**config.mk**
```make
export PLATFORM = sky130hd
export DESIGN_NAME = spi_xfer_ctrl_flat
export DESIGN_NICKNAME = d
export VERILOG_FILES = /design/src/rtl/spi_ctrl_pkg.sv /design/src/rtl/spi_xfer_ctrl_if.sv /design/src/rtl/spi_rr_arb.sv /design/src/rtl/spi_xfer_ctrl.sv /design/src/flat_wrapper.sv
export SDC_FILE = /design/constraint.sdc
export NUM_CORES = 1
export LEC_CHECK = 0
export ABC_AREA = 1
export BUFFER_PORTS_ARGS = -buffer_cell sky130_fd_sc_hd__buf_2
export CAP_MARGIN = 15
export CORE_ASPECT_RATIO = 0.9
export CORE_MARGIN = 2
export CORE_UTILIZATION = 47
export DETAILED_ROUTE_END_ITERATION = 7
export GPL_TIMING_DRIVEN = 0
export PLACE_DENSITY_LB_ADDON = 0.3
export SYNTH_ARGS = -nofsm -noshare
export SYNTH_HDL_FRONTEND = slang
export SYNTH_SLANG_ARGS = --single-unit
```
**constraint.sdc**
```tcl
create_clock -name mclk -period 3.6 [get_ports mclk]
set_input_delay 0.72 -clock mclk [delete_from_list [all_inputs] [get_ports mclk]]
set_output_delay 0.72 -clock mclk [all_outputs]
set_load 0.01 [all_outputs]
```
**src/rtl/spi_ctrl_pkg.sv**
```systemverilog
// Shared types and sizes for the SPI transfer controller and its arbiter.
package spi_ctrl_pkg;

    localparam int NUM_REQ = 2;
    localparam int BYTE_W  = 8;
    // Wide enough for 8 bits * 15 cycles per bit.
    localparam int CNT_W   = 7;

    typedef enum logic [2:0] {
        IDLE,
        LOAD,
        START,
        SHIFT,
        READ,
        CAPT,
        RESP
    } state_t;

endpackage

```
**src/rtl/spi_xfer_ctrl_if.sv**
```systemverilog
// Request/response bus between the requesters and the SPI transfer controller.
interface spi_xfer_ctrl_if;
    import spi_ctrl_pkg::*;

    logic [NUM_REQ-1:0]        req_valid;
    logic [NUM_REQ-1:0]        req_ready;
    logic [NUM_REQ*BYTE_W-1:0] req_mdata;
    logic [NUM_REQ*BYTE_W-1:0] req_sdata;
    logic                      rsp_valid;
    logic                      rsp_ready;
    logic                      rsp_id;
    logic [BYTE_W-1:0]         rsp_mdata;
    logic [BYTE_W-1:0]         rsp_sdata;

    modport master (
        output req_valid, req_mdata, req_sdata, rsp_ready,
        input  req_ready, rsp_valid, rsp_id, rsp_mdata, rsp_sdata
    );

    modport slave (
        input  req_valid, req_mdata, req_sdata, rsp_ready,
        output req_ready, rsp_valid, rsp_id, rsp_mdata, rsp_sdata
    );

endinterface

```
**src/rtl/spi_rr_arb.sv**
```systemverilog
// Two-way round-robin arbiter; the last-grant pointer only moves when the
// caller reports an accepted grant.
module spi_rr_arb
    import spi_ctrl_pkg::*;
(
    input  logic               mclk,
    input  logic               reset,
    input  logic [NUM_REQ-1:0] req,
    input  logic               update,
    output logic [NUM_REQ-1:0] grant
);

    logic last_q;
    logic last_d;

    // On contention the requester that did not win last time is favoured.
    always_comb begin
        grant = req;
        if (req == 2'b11) begin
            grant = last_q ? 2'b01 : 2'b10;
        end
    end

    always_comb begin
        last_d = last_q;
        if (update) begin
            last_d = grant[1];
        end
    end

    always_ff @(posedge mclk or negedge reset) begin
        if (!reset) begin
            last_q <= 1'b1;
        end else begin
            last_q <= last_d;
        end
    end

endmodule

```
**src/rtl/spi_xfer_ctrl.sv**
```systemverilog
// Sequences one byte exchange on the SPI top per accepted request:
// load, start, wait out the shift, read back, then hand the result out.
module spi_xfer_ctrl
    import spi_ctrl_pkg::*;
#(
    parameter int CYC_PER_BIT = 2
) (
    input  logic              mclk,
    input  logic              reset,
    spi_xfer_ctrl_if.slave    bus,
    output logic              load_master,
    output logic              load_slave,
    output logic              read_master,
    output logic              read_slave,
    output logic              start,
    output logic [BYTE_W-1:0] data_in_master,
    output logic [BYTE_W-1:0] data_in_slave,
    input  logic [BYTE_W-1:0] data_out_master,
    input  logic [BYTE_W-1:0] data_out_slave,
    output logic              busy
);

    localparam logic [CNT_W-1:0] SHIFT_CYC = CNT_W'(8 * CYC_PER_BIT);

    state_t             state_q, state_d;
    logic [CNT_W-1:0]   cnt_q, cnt_d;
    logic [BYTE_W-1:0]  mst_q, mst_d;
    logic [BYTE_W-1:0]  slv_q, slv_d;
    logic               id_q, id_d;
    logic [BYTE_W-1:0]  rsp_m_q, rsp_m_d;
    logic [BYTE_W-1:0]  rsp_s_q, rsp_s_d;
    logic [NUM_REQ-1:0] grant;
    logic               hs;

    spi_rr_arb u_arb (
        .mclk   (mclk),
        .reset  (reset),
        .req    (bus.req_valid),
        .update (hs),
        .grant  (grant)
    );

    // Grants are withheld while reset is asserted so every output reads zero.
    assign bus.req_ready = (state_q == IDLE && reset) ? grant : '0;
    assign hs            = |(bus.req_valid & bus.req_ready);

    always_comb begin
        state_d = state_q;
        cnt_d   = cnt_q;
        mst_d   = mst_q;
        slv_d   = slv_q;
        id_d    = id_q;
        rsp_m_d = rsp_m_q;
        rsp_s_d = rsp_s_q;
        case (state_q)
            IDLE: begin
                if (hs) begin
                    mst_d   = grant[1] ? bus.req_mdata[2*BYTE_W-1:BYTE_W] : bus.req_mdata[BYTE_W-1:0];
                    slv_d   = grant[1] ? bus.req_sdata[2*BYTE_W-1:BYTE_W] : bus.req_sdata[BYTE_W-1:0];
                    id_d    = grant[1];
                    state_d = LOAD;
                end
            end
            LOAD:  state_d = START;
            START: begin
                cnt_d   = SHIFT_CYC;
                state_d = SHIFT;
            end
            SHIFT: begin
                cnt_d = cnt_q - CNT_W'(1);
                if (cnt_q == CNT_W'(1)) begin
                    state_d = READ;
                end
            end
            READ:  state_d = CAPT;
            CAPT: begin
                rsp_m_d = data_out_master;
                rsp_s_d = data_out_slave;
                state_d = RESP;
            end
            RESP: begin
                if (bus.rsp_ready) begin
                    state_d = IDLE;
                end
            end
            default: state_d = IDLE;
        endcase
    end

    always_ff @(posedge mclk or negedge reset) begin
        if (!reset) begin
            state_q <= IDLE;
            cnt_q   <= '0;
            mst_q   <= '0;
            slv_q   <= '0;
            id_q    <= 1'b0;
            rsp_m_q <= '0;
            rsp_s_q <= '0;
        end else begin
            state_q <= state_d;
            cnt_q   <= cnt_d;
            mst_q   <= mst_d;
            slv_q   <= slv_d;
            id_q    <= id_d;
            rsp_m_q <= rsp_m_d;
            rsp_s_q <= rsp_s_d;
        end
    end

    assign busy           = (state_q != IDLE);
    assign load_master    = (state_q == LOAD);
    assign load_slave     = (state_q == LOAD);
    assign start          = (state_q == START);
    assign read_master    = (state_q == READ);
    assign read_slave     = (state_q == READ);
    assign data_in_master = busy ? mst_q : '0;
    assign data_in_slave  = busy ? slv_q : '0;

    assign bus.rsp_valid  = (state_q == RESP);
    assign bus.rsp_id     = id_q;
    assign bus.rsp_mdata  = rsp_m_q;
    assign bus.rsp_sdata  = rsp_s_q;

endmodule

```
**src/flat_wrapper.sv**
```systemverilog
// flat-port wrapper written by rule: the top's interface ports become plain ports
module spi_xfer_ctrl_flat import spi_ctrl_pkg::*;
#(
    parameter int CYC_PER_BIT = 2
)
  (mclk, reset, load_master, load_slave, read_master, read_slave, start, data_in_master, data_in_slave, data_out_master, data_out_slave, busy, bus_req_valid, bus_req_mdata, bus_req_sdata, bus_rsp_ready, bus_req_ready, bus_rsp_valid, bus_rsp_id, bus_rsp_mdata, bus_rsp_sdata);
  spi_xfer_ctrl_if bus_i ();
  input  logic mclk;
  input  logic reset;
  output logic load_master;
  output logic load_slave;
  output logic read_master;
  output logic read_slave;
  output logic start;
  output logic [BYTE_W-1:0] data_in_master;
  output logic [BYTE_W-1:0] data_in_slave;
  input  logic [BYTE_W-1:0] data_out_master;
  input  logic [BYTE_W-1:0] data_out_slave;
  output logic busy;
  input wire logic [$bits(bus_i.req_valid)-1:0] bus_req_valid;
  input wire logic [$bits(bus_i.req_mdata)-1:0] bus_req_mdata;
  input wire logic [$bits(bus_i.req_sdata)-1:0] bus_req_sdata;
  input wire logic [$bits(bus_i.rsp_ready)-1:0] bus_rsp_ready;
  output wire logic [$bits(bus_i.req_ready)-1:0] bus_req_ready;
  output wire logic [$bits(bus_i.rsp_valid)-1:0] bus_rsp_valid;
  output wire logic [$bits(bus_i.rsp_id)-1:0] bus_rsp_id;
  output wire logic [$bits(bus_i.rsp_mdata)-1:0] bus_rsp_mdata;
  output wire logic [$bits(bus_i.rsp_sdata)-1:0] bus_rsp_sdata;
  assign bus_i.req_valid = bus_req_valid;
  assign bus_i.req_mdata = bus_req_mdata;
  assign bus_i.req_sdata = bus_req_sdata;
  assign bus_i.rsp_ready = bus_rsp_ready;
  assign bus_req_ready = bus_i.req_ready;
  assign bus_rsp_valid = bus_i.rsp_valid;
  assign bus_rsp_id = bus_i.rsp_id;
  assign bus_rsp_mdata = bus_i.rsp_mdata;
  assign bus_rsp_sdata = bus_i.rsp_sdata;
  spi_xfer_ctrl #(.CYC_PER_BIT(CYC_PER_BIT)) u_core (.mclk(mclk), .reset(reset), .bus(bus_i), .load_master(load_master), .load_slave(load_slave), .read_master(read_master), .read_slave(read_slave), .start(start), .data_in_master(data_in_master), .data_in_slave(data_in_slave), .data_out_master(data_out_master), .data_out_slave(data_out_slave), .busy(busy));
endmodule
```
* After elaboration in Yosys (flattened, before gate mapping)
Cells that the tools add are included. W data, S select, Z words.
Cells by class: multiplexer cells 12, $add $sub $neg 1, equality and inequality tests 11, bitwise operators 1, reductions and logical operators 7
Operator list (count):
- $mux W8 | 4
- $pmux W3 S7 | 1
- $pmux W7 S2 | 1
- $eq A3 B3 Y1 const B | 3
- $mux W3 | 3
- $eq A7 B1 Y1 const B | 1
- $sub A7 B1 Y7 const B | 1
- $eq A3 B2 Y1 const B | 2
- $mux W2 | 3
- $ne A2 B1 Y1 const B | 2
- $eq A3 B1 Y1 const B | 1
- $logic_not A3 Y1 | 1
- $reduce_and A3 Y1 | 1
- $reduce_bool A3 Y1 | 1
- $and A2 B2 Y2 | 1
- $eq A2 B2 Y1 const B | 1
- $ne A2 B2 Y1 const B | 1
- $reduce_and A2 Y1 | 1
- $reduce_bool A2 Y1 | 1
- $reduce_or A2 Y1 | 1
- $logic_and A1 B1 Y1 | 1
Storage, ports and cells: bits of input ports 53, logic and storage cells 40, bits in registers 44

* Logic depth before layout (Yosys ltp)
depth after elaboration 7, mapped depth 8, gate-level depth less buffers 8

* Hierarchy
From an unflattened synthesis, not the netlist that was laid out.
Second synthesis, totals: cell total of the unflattened synthesis 236, area total of the unflattened synthesis 2386.0 sq um
By module, submodules not included:
- spi_xfer_ctrl | cells each 227, area each 2322.2 sq um, times used 1, sequential area each 1076.0 sq um
- spi_rr_arb | cells each 9, area each 63.8 sq um, times used 1, sequential area each 26.3 sq um

* Worst setup path after synthesis
OpenSTA, ideal clock, no wires.
path type input to output, start input bus_req_valid[0], end output bus_req_ready[1], required time 2.880 ns, path buffers 1, cell stages on the path 6, data arrival time 1.345 ns, setup slack 1.535 ns, cells stage by stage nand2_1 -> nand2_4 -> inv_4 -> buf_2 -> nand2_1 -> inv_1
On the way: cells in the longest elaborated chain, start to end 3
Ends and longest elaborated chain:
- start: declaration | line flat_wrapper.sv:20 | input wire logic [$bits(bus_i.req_valid)-1:0] bus_req_valid;
- $eq A2 B2 Y1 | line spi_rr_arb.sv:19 | if (req == 2'b11) begin
- $mux W2 | line spi_rr_arb.sv:19
- $mux W2 | line spi_xfer_ctrl.sv:44 | assign bus.req_ready = (state_q == IDLE && reset) ? grant : '0;
- end: declaration | line flat_wrapper.sv:24 | output wire logic [$bits(bus_i.req_ready)-1:0] bus_req_ready;
Every way passes these cells.

* Final worst setup path
start input reset, end output bus_req_ready[1]
On the way: cells in the longest elaborated chain, start to end 2
Ends and longest elaborated chain:
- start: declaration | line flat_wrapper.sv:9 | input logic reset;
- $logic_and A1 B1 Y1 | line spi_xfer_ctrl.sv:44
- $mux W2 | line spi_xfer_ctrl.sv:44
Every way passes these cells.

==> key figures <==
Yosys
  • Most common cell in the netlist: nand2_1
  • Area leader, netlist: dfrtp_1
  • Share of the yosys chip area belonging to registers: 48.84%
  • Ys async rst share: 100.0%
  • Mapped Area: 2257 um2
  • Yosys Warn Count: 0
  • Ys flop type: dfrtp_1
  • Synth cell types: 27
  • Mapped Cells: 265
  • Syn Area/Cell: 8.518 um2
  • Share of the synthesized area in the top cell type: 47.67%
  • Syn Nets: 320
  • Synth cell count leaders: 72 x nand2_1, 43 x dfrtp_1, 38 x nor2_1, 33 x inv_1, 16 x mux2_2
  • Synth area leaders: dfrtp_1 48%, nand2_1 12%, mux2_2 8.0%
  • Yosys reg bits: 44
  • Post-synth EDFFs: 0

Min path
  • Hold depth: 2
  • Hold endpoint: u_core.u_arb.last_q$_DFFE_PN1P_
  • Worst Hold Launch: u_core.u_arb.last_q$_DFFE_PN1P_
  • Tightest Hold Check Type: flop to flop

STA
  • Max Slew Vio Count: 0
  • Clock Skew: 0.004475 ns
  • RSZ-0062 raised after global routing: no
  • Slew HR: 35.76%
  • Worst slew pin tran: 0.9636 ns
  • Setup total negative slack: 0 ns
  • Tcrit/Tclk final: 79.34%
  • Fin crit period: 2.856 ns
  • Max Clk Rate: 350.1 MHz
  • Hold Violations, Final: 0
  • Final setup vio count: 0

Placed design
  • Post-placement cell area: 2805 um2
  • DP Cell Count: 421
  • Post-DP HPWL: 3834 um
  • Routability cong.: 0.7920
  • Port Buffers: 94

Cells and area
  • Multi-input gate area: 947.2 um2
  • Fill count: 409
  • Nets@finish: 421
  • Layout cells sized above 1: 40.87%
  • Inserted Diodes: 0
  • Final Non-Filler Cells: 429
  • Reg area: 1102 um2
  • Post-route cell area: 2932 um2
  • Final core utilization: 64.47%
  • Syn-to-layout area delta: 29.88%

Route
  • Pre-antenna DRT Iters: 4
  • Max layer used: met4
  • Wl on met1: 2165 um
  • WL final: 5136 um
  • Met2 wire length: 2517 um
  • Wire per inst: 11.97 um
  • DRC: 0
  • Via Count: 2016
  • Routed vias/inst: 4.699
  • Post-DRT Antenna Nets: 0
  • Initial DRC count: 84
  • Met3 Wirelength: 344 um

Worst setup path
  • CP Class: input pin to output port
  • Delay-heaviest family, CP: buffers and inverters
  • Setup slack, reg-to-reg: 1.99 ns
  • R2r endpoint: u_core.cnt_q[4]$_DFFE_PN0P_
  • Buf+Inv Stages, Crit Path: 4
  • Critical path launch point type: input pin
  • CP arrival: 2.14 ns
  • Worst Path Max Fanout: 45
  • Reg2Reg Depth: 6
  • Crit path largest cell delay: 0.72 ns
  • Crit Reg-Reg Startpoint: u_core.cnt_q[0]$_DFFE_PN0P_
  • Critical-path cell list: buf_2 -> inv_1 -> nor2_4 -> nand2_1 -> inv_1 -> buf_2
  • CP max-delay cell: buf_2
  • Worst setup EP type: output port
  • CP Data Required Time: 2.88 ns

Power
  • Power per standard cell area: 841.2 nW/um2
  • Pwr Total: 2.466 mW
  • Maximum VDD drop: 0.4433 mV
  • Leak pwr: 1.640 nW

Clocking
  • Clock transition at path regs: 0.08 ns
  • Max H-tree Level: 2
  • Post-CTS sizing: 0
  • Num CTS Buffers: 5
  • Worst-Skew Late Latency: 0.29 ns
  • CTS hold repair buffers: 0
  • CTS tree: yes
  • CTS Root Cell: clkbuf_8
  • CTS Sinks: 44
  • Setup Fix Bufs, Post-CTS: 0
  • Clock Tree Buf Depth: 2

GRT
  • First-pass GRT wire length: 8659 um
  • Largest net degree at the start of global routing: 46
  • GRT Overall Usage: 19.98%
  • Initial antenna violation count: 0
  • Vias in the first global route: 2071
  • GRT overflow: 0

Die
  • Core ar.: 4547 um2
  • Die W: 77.05 um
  • Die area: 5374 um2
  • Die Y: 69.75 um
  • Starting density of the core: 49.64%
  • Std-Cell Rows: 23
  • Num ports: 95

Job
  • Max cap viols: 0

Run status
  • Status: completed
==> worst max-delay path by stage <==
stage,start,endpoint,cells past startpoint,slack (ns)
floorplan,bus_req_valid[0],bus_req_ready[1],6,1.54
global placement,reset,bus_req_ready[1],6,0.69
detailed placement,reset,bus_req_ready[1],6,0.66
CTS,reset,bus_req_ready[1],6,0.64
global route,reset,bus_req_ready[1],6,0.47
finish,reset,bus_req_ready[1],6,0.74
==> worst reg2reg max path: stages, from the launching register on <==
cell	delay (ns)
dfrtp_1	0.41
inv_1	0.09
ha_1	0.20
nor3b_1	0.38
nand2_1	0.12
or2_2	0.29
nand3_1	0.06
==> flip-flops by register name, indices dropped and copies added, names as in the netlist <==
register              count
u_core.bus.rsp_mdata      8
u_core.cnt_q              7
u_core.slv_q              8
u_core.u_arb.last_q       1
u_core.bus.rsp_sdata      8
u_core.state_q            3
u_core.mst_q              8
u_core.bus.rsp_id         1
==> logic make-up after synthesis <==
logic type                 count (synthesis)  synth area share (%)
adders and majority gates                  2                 1.108
and+or+nand+nor                          130                 23.84
buffers and inverters                     45                 9.201
AOI/OAI and AO/OA                         27                 8.648
muxes                                     16                 7.982
DFF                                       44                 48.84
xor gates and xnor gates                   1                0.3881
==> layout by cell type (no fill, tap or decap), drive strengths merged, types with 2 or more instances in the layout <==
cell / n
dfrtp: 43
nor2: 42
nand3: 11
buf: 104
nand2: 73
inv: 34
clkbuf: 7
ha: 2
nor3: 2
o21ai: 6
mux2: 16
a21oi: 19
==> area by class of cell <==
cell class | instances | area share (%)
buffer | 10 | 2.518
clock buffer | 7 | 3.286
clock inverter | 1 | 1.024
inverter | 35 | 4.567
multi-input combinational | 176 | 32.31
sequential | 44 | 37.60
tap | 62 | 2.646
timing repair buffer | 94 | 16.05
==> where the power goes <==
part           leakage, nW  internal (mW)  switching [mW]  total (mW)
Clock               0.0645          0.245           0.164       0.409
Sequential           0.506          0.733           0.119       0.852
Combinational         1.07          0.509           0.696        1.21
==> per-stage QoR <==
stage          worst slack, ns  hold slack [ns]
3_5_place_dp            0.6567           0.4573
3_3_place_gp            0.6865           0.4495
2_1_floorplan            1.535           0.4244
4_1_cts                 0.6362           0.4694
6_report                0.7439           0.4659
5_1_grt                 0.4738           0.5044
==> per-layer routing <==
layer  vias up  global-route usage (%)
met3        14                   5.859
met2        76                   34.99
met4         0                   6.944
met1       910                   23.37
li1       1016                       -
met5         -                       0
(Power assumes the default switching activity.)
